===== src/rtl/tft_timing_pkg.sv =====
// Shared timing constants and test-bar colour helpers for the 480x272 RGB565 TFT panel.
package tft_timing_pkg;

  localparam int H_SYNC_W  = 41;
  localparam int H_BACK_W  = 2;
  localparam int H_VALID_W = 480;
  localparam int H_FRONT_W = 2;
  localparam int V_SYNC_W  = 10;
  localparam int V_BACK_W  = 2;
  localparam int V_VALID_W = 272;
  localparam int V_FRONT_W = 2;

  localparam int H_TOTAL = H_SYNC_W + H_BACK_W + H_VALID_W + H_FRONT_W;
  localparam int V_TOTAL = V_SYNC_W + V_BACK_W + V_VALID_W + V_FRONT_W;

  localparam int BAR_WIDTH = 60;
  localparam int BAR_COUNT = 8;

  typedef enum logic [2:0] {
    BAR_WHITE,
    BAR_RED,
    BAR_GREEN,
    BAR_BLUE,
    BAR_YELLOW,
    BAR_MAGENTA,
    BAR_CYAN,
    BAR_BLACK
  } bar_e;

  function automatic logic [15:0] bar_color(input bar_e bar);
    logic [15:0] color;
    case (bar)
      BAR_WHITE:   color = 16'hFFFF;
      BAR_RED:     color = 16'hF800;
      BAR_GREEN:   color = 16'h07E0;
      BAR_BLUE:    color = 16'h001F;
      BAR_YELLOW:  color = 16'hFFE0;
      BAR_MAGENTA: color = 16'hF81F;
      BAR_CYAN:    color = 16'h07FF;
      default:     color = 16'h0000;
    endcase
    return color;
  endfunction

  // Threshold compare instead of a divide: column / BAR_WIDTH, saturating at the last bar.
  function automatic bar_e bar_index(input logic [10:0] col);
    bar_e idx;
    idx = BAR_WHITE;
    for (int i = 1; i < BAR_COUNT; i++) begin
      if (col >= 11'(i * BAR_WIDTH)) idx = bar_e'(3'(i));
    end
    return idx;
  endfunction

endpackage


===== src/rtl/tft_test_pattern.sv =====
// Eight-bar colour lookup for the panel self-test, driven from the horizontal counter.
module tft_test_pattern
  import tft_timing_pkg::*;
#(
  parameter int H_START = H_SYNC_W + H_BACK_W
) (
  input  logic [10:0] cnt_h,
  output logic [15:0] bar_rgb
);

  logic [10:0] col;

  always_comb begin
    col     = cnt_h - 11'(H_START);
    bar_rgb = bar_color(bar_index(col));
  end

endmodule


===== src/rtl/tft_timing_ctrl.sv =====
// Pixel-clock timing controller for the 480x272 TFT: sync/DE generation, latency-compensated
// pixel requests and registered RGB565 output. Optional bar pattern under TFT_TEST_PATTERN_EN.
module tft_timing_ctrl
  import tft_timing_pkg::*;
#(
  parameter int H_SYNC  = H_SYNC_W,
  parameter int H_BACK  = H_BACK_W,
  parameter int H_VALID = H_VALID_W,
  parameter int H_FRONT = H_FRONT_W,
  parameter int V_SYNC  = V_SYNC_W,
  parameter int V_BACK  = V_BACK_W,
  parameter int V_VALID = V_VALID_W,
  parameter int V_FRONT = V_FRONT_W,
  parameter int PIX_LAT = 1
) (
  input  logic        sys_clk,
  input  logic        sys_rst_n,
`ifdef TFT_TEST_PATTERN_EN
  input  logic        test_en,
`endif
  input  logic [15:0] pix_data,
  output logic        pix_req,
  output logic [10:0] pix_x,
  output logic [10:0] pix_y,
  output logic [15:0] rgb,
  output logic        hsync,
  output logic        vsync,
  output logic        tft_de,
  output logic        tft_clk,
  output logic        tft_bl,
  output logic        frame_start
);

  localparam int H_TOT = H_SYNC + H_BACK + H_VALID + H_FRONT;
  localparam int V_TOT = V_SYNC + V_BACK + V_VALID + V_FRONT;

  localparam logic [10:0] H_LAST_C    = 11'(H_TOT - 1);
  localparam logic [10:0] V_LAST_C    = 11'(V_TOT - 1);
  localparam logic [10:0] H_SYNC_C    = 11'(H_SYNC);
  localparam logic [10:0] V_SYNC_C    = 11'(V_SYNC);
  localparam logic [10:0] H_START_C   = 11'(H_SYNC + H_BACK);
  localparam logic [10:0] H_END_C     = 11'(H_SYNC + H_BACK + H_VALID - 1);
  localparam logic [10:0] V_START_C   = 11'(V_SYNC + V_BACK);
  localparam logic [10:0] V_END_C     = 11'(V_SYNC + V_BACK + V_VALID - 1);
  localparam logic [10:0] REQ_START_C = 11'(H_SYNC + H_BACK - PIX_LAT);
  localparam logic [10:0] REQ_END_C   = 11'(H_SYNC + H_BACK + H_VALID - 1 - PIX_LAT);

  // A request window starting before the line does is not supported.
  if (PIX_LAT > H_SYNC + H_BACK || PIX_LAT < 0) begin : g_bad_pix_lat
    $error("tft_timing_ctrl: PIX_LAT out of range");
  end

  logic [10:0] cnt_h;
  logic [10:0] cnt_v;
  logic        h_last;
  logic        v_last;
  logic        h_active;
  logic        v_active;
  logic        h_req;
  logic [15:0] rgb_src;

  assign tft_clk = sys_clk;
  assign tft_bl  = sys_rst_n;

  always_comb begin
    h_last   = (cnt_h == H_LAST_C);
    v_last   = (cnt_v == V_LAST_C);
    h_active = (cnt_h >= H_START_C) && (cnt_h <= H_END_C);
    v_active = (cnt_v >= V_START_C) && (cnt_v <= V_END_C);
    h_req    = (cnt_h >= REQ_START_C) && (cnt_h <= REQ_END_C);
  end

  always_ff @(posedge sys_clk or negedge sys_rst_n) begin
    if (!sys_rst_n) begin
      cnt_h <= '0;
      cnt_v <= '0;
    end else if (h_last) begin
      cnt_h <= '0;
      cnt_v <= v_last ? '0 : cnt_v + 11'd1;
    end else begin
      cnt_h <= cnt_h + 11'd1;
    end
  end

  // Requests lead the active area by PIX_LAT so returned data lands with tft_de.
  always_comb begin
    pix_req = 1'b0;
    pix_x   = 11'h3FF;
    pix_y   = 11'h3FF;
    if (v_active && h_req) begin
      pix_req = 1'b1;
      pix_x   = cnt_h - REQ_START_C;
      pix_y   = cnt_v - V_START_C;
    end
  end

`ifdef TFT_TEST_PATTERN_EN
  logic [15:0] bar_rgb;

  tft_test_pattern #(
    .H_START (H_SYNC + H_BACK)
  ) u_test_pattern (
    .cnt_h   (cnt_h),
    .bar_rgb (bar_rgb)
  );

  assign rgb_src = test_en ? bar_rgb : pix_data;
`else
  assign rgb_src = pix_data;
`endif

  always_ff @(posedge sys_clk or negedge sys_rst_n) begin
    if (!sys_rst_n) begin
      rgb         <= '0;
      hsync       <= 1'b0;
      vsync       <= 1'b0;
      tft_de      <= 1'b0;
      frame_start <= 1'b0;
    end else begin
      hsync       <= (cnt_h < H_SYNC_C);
      vsync       <= (cnt_v < V_SYNC_C);
      tft_de      <= h_active && v_active;
      rgb         <= (h_active && v_active) ? rgb_src : 16'h0000;
      frame_start <= (cnt_h == 11'd0) && (cnt_v == 11'd0);
    end
  end

endmodule

===== config.mk =====
export PLATFORM = sky130hd
export DESIGN_NAME = tft_timing_ctrl
export DESIGN_NICKNAME = d
export VERILOG_FILES = /design/src/rtl/tft_timing_pkg.sv /design/src/rtl/tft_test_pattern.sv /design/src/rtl/tft_timing_ctrl.sv
export SDC_FILE = /design/constraint.sdc
export NUM_CORES = 1
export LEC_CHECK = 0
export ABC_CLOCK_PERIOD_IN_PS = 3260
export BUFFER_PORTS_ARGS = -buffer_cell sky130_fd_sc_hd__buf_2
export CAP_MARGIN = 20
export CORE_AREA = 10 10 79 132
export CTS_CLUSTER_DIAMETER = 120
export CTS_CLUSTER_SIZE = 16
export DETAILED_ROUTE_END_ITERATION = 8
export DIE_AREA = 0 0 89 142
export PLACE_DENSITY = 0.59
export SETUP_SLACK_MARGIN = 0.05
export SLEW_MARGIN = 25
export SYNTH_ARGS = -nofsm -noshare
export SYNTH_HDL_FRONTEND = slang
export SYNTH_SLANG_ARGS = --single-unit

===== constraint.sdc =====
create_clock -name sys_clk -period 3.26 [get_ports sys_clk]
set_input_delay 0 -clock sys_clk [delete_from_list [all_inputs] [get_ports sys_clk]]
set_output_delay 0 -clock sys_clk [all_outputs]
set_load 0.005 [all_outputs]

==> results.tsv <==
stage	metric	value	unit
run_status	status	finished clean	
worst_setup_path	Worst setup EP type	primary output	
die	Starting Density	29.3	%
synthesis	fraction of the mapped netlist area in adder cells	7.30	%
routing	final WL	6780	microns
placed_design	Cell Area, Placed	0.00276	sq mm
routing	via/cell ratio	4.88	
synthesis	post-synthesis mux area share	0	%
worst_setup_path	crit-path max FO	13	
clock_network	CTS hold repair buffers	17	
global_routing	grt total ovfl	0	
timing	RSZ-0062 raised after global routing	false	
clock_network	CTS tree	yes	
synthesis	Seq/Total Area, Yosys	43.8	%
timing	final slew viol count	0	
worst_setup_path	Arrival @ worst endpoint	2.77	ns
synthesis	Yosys top cell area share	43.8	%
die	die width	89	microns
synthesis	Synth Instances	259	
worst_setup_path	Setup CP Type	reg -> out	
synthesis	cell taking the most area after synthesis	dfrtp_1	
final_layout	share of layout cells above drive strength 1	24.7	%
run	Max-Cap Viols	0	
synthesis	Simple-Gate Fraction of Synth Area	27.0	%
synthesis	main combinational cell family by area after synthesis	simple AND/OR/NAND/NOR gates	
synthesis	main flop type after synthesis	dfrtp_1	
die	io pins	63	
synthesis	area of the mapped netlist	0.00240	sq mm
placed_design	# port buffers	62	
synthesis	post-synth cell types	41	
final_layout	n_diodes	0	
synthesis	syn_nets	291	
routing	DR WL/cell	15.8	microns
synthesis	Syn Area/Cell	9.27	sq um
clock_network	post_cts resized	0	
worst_setup_path	critical path data required time	3.26	ns
die	FP Rows	44	
global_routing	largest net degree at the start of global routing	44	
synthesis	Synth Area in XOR/XNOR	8.03	%
timing	min Tclk post-route	2.77	ns
routing	drt pass-1 iters	4	
placed_design	routability cong.	0.817	
synthesis	EDFF count, synth	0	
global_routing	first-pass GRT wire length	11000	microns
global_routing	vias in the first global route	2230	
timing	Peak Freq	362	MHz
placed_design	DPL Wire Length	5140	microns
timing	Fin. Hold Viols	0	
final_layout	post-route cell area	0.00316	sq mm
worst_hold_path	min-delay worst type	in -> async	
synthesis	YS warnings	0	
timing	setup TNS	0	ns
timing	Final Skew	0.00373	ns
clock_network	clk_lat worst skew	0.41	ns
final_layout	# nets final	367	
routing	drt drc	0	
pwr	Leak	1.49	nW
routing	drt initial violations	93	
timing	Final Setup Violations	0	
final_layout	commonest non-fill, non-tap cell in the layout	buf_2	
synthesis	top post-synthesis cells by area	dfrtp_1, ha_1, xnor2_1, nand2_1, and2_1	
timing	actual slew at the worst max-slew pin	0.858	ns
synthesis	async set-reset flop share out of synthesis	100	%
die	die area	0.0126	sq mm
timing	Rel. slew slack	42.5	%
global_routing	initial antenna violation count	0	
die	height of the chip	142	microns
global_routing	GRT Overall Usage	11.6	%
die	core area	0.00820	sq mm
timing	part of the cycle the worst path needs	84.9	%
clock_network	setup bufs post-CTS	0	
pwr	worst vdd ir	0.262	mV
routing	Routed Antenna Nets	0	
routing	DR vias	2089	
synthesis	Synth Area in Compound Gates	8.34	%
clock_network	CTS clock-pin slew for the worst setup and hold paths	0.06	ns
pwr	cell area power density	395	mW/mm^2
worst_setup_path	critical path launch point type	register	
final_layout	commonest non-fill, non-tap cells in the layout	buf_2, dfrtp_1, nand2_1	
final_layout	synth-to-layout area growth	31.4	%
synthesis	Seq cells post-synth	42	
path summary, 6_finish.rpt:
check,slack [ns],to,depth (start not counted),from
min in group sys_clk,0.30,tft_clk,3,sys_clk
min,0.13,rgb[11],2,sys_rst_n
min reg2reg,0.54,cnt_h[10],1,cnt_h[10]
max in group asynchronous,2.75,cnt_v[8],2,sys_rst_n
max,0.49,pix_x[5],9,cnt_v[2]
max reg2reg,0.94,rgb[7],7,cnt_v[2]
where the power goes:
group	leakage (nW)	switching, mW	internal [mW]
logic	0.817	0.0154	0.0211
registers	0.567	0	0.521
clock network	0.111	0.242	0.448
total	1.49	0.257	0.990
cell type report:
| class | instances | area [sq um] |
|---|---|---|
| clock buffers | 9 | 205 |
| clock inverters | 3 | 21.3 |
| fillers | 822 | 5050 |
| inverters | 11 | 41.3 |
| multi-input cells | 190 | 1220 |
| flip-flops and latches | 42 | 1050 |
| well taps | 92 | 115 |
| repair buffers | 81 | 500 |
worst max-delay path, stage by stage, from the launching register on:
cell       delay [ns]
dfrtp_1          0.45
inv_1            0.18
ha_1             0.17
a21boi_0         0.09
nand4b_1         0.11
o2111ai_1        0.24
nor3b_2          0.61
buf_4            0.29
o21ai_0          0.09
buf_2            0.14
synth_stat cells, types with 2 or more instances:
cell,count
inv_1,11
o21a_1,2
a21oi_1,8
nand3_1,8
nor3_1,9
nand2b_1,3
a21boi_0,2
nand4b_1,2
ha_1,14
buf_2,2
xor2_1,6
nand4_1,7
buf_4,4
or3_4,2
nor2_1,21
nand3b_1,2
dfrtp_1,42
nand2_1,32
or3_1,4
xnor2_1,16
and2_1,19
buf_6,2
o21ai_0,14
and3_1,2
nor2b_1,2
clkbuf_1,8
per-layer routing:
layer / part of all wire (%) / vias up / track usage (%)
li1: - / 1009 / -
met1: 33 / 1024 / 10.2
met2: 61 / 40 / 22.2
met3: 2.1 / 16 / 2.06
met4: 3.8 / 0 / 8.42
met5: 0 / - / 0
cell families after synthesis:
family                   count (synthesis)
adder cells (fa/ha/maj)                 14
buffers and inverters                   27
AO/OA/AOI/OAI                           33
AND/OR/NAND/NOR                        121
XOR/XNOR                                22
flip-flops                              42
through the flow:
step / instances / utilization [%] / worst slack, ns / power [mW] / hold slack (ns)
finish: 428 / 38.5 / 0.494 / 1.25 / 0.127
global route: 428 / 38.5 / 0.248 / 1.29 / 0.189
CTS: 428 / 38.4 / 0.486 / 1.27 / 0.311
detailed placement: 400 / 33.7 / 0.925 / 0.565 / 0.0829
global placement: 400 / 33.7 / 0.945 / 0.564 / 0.0829
floorplan: 259 / - / 1.34 / 0.552 / -0.296
registers in the layout, indices dropped and copies added, names as in the netlist:
| name | flops |
|---|---|
| tft_de | 1 |
| cnt_h | 11 |
| frame_start | 1 |
| vsync | 1 |
| cnt_v | 11 |
| rgb | 16 |
| hsync | 1 |
Power figures use the tool's default switching activity.
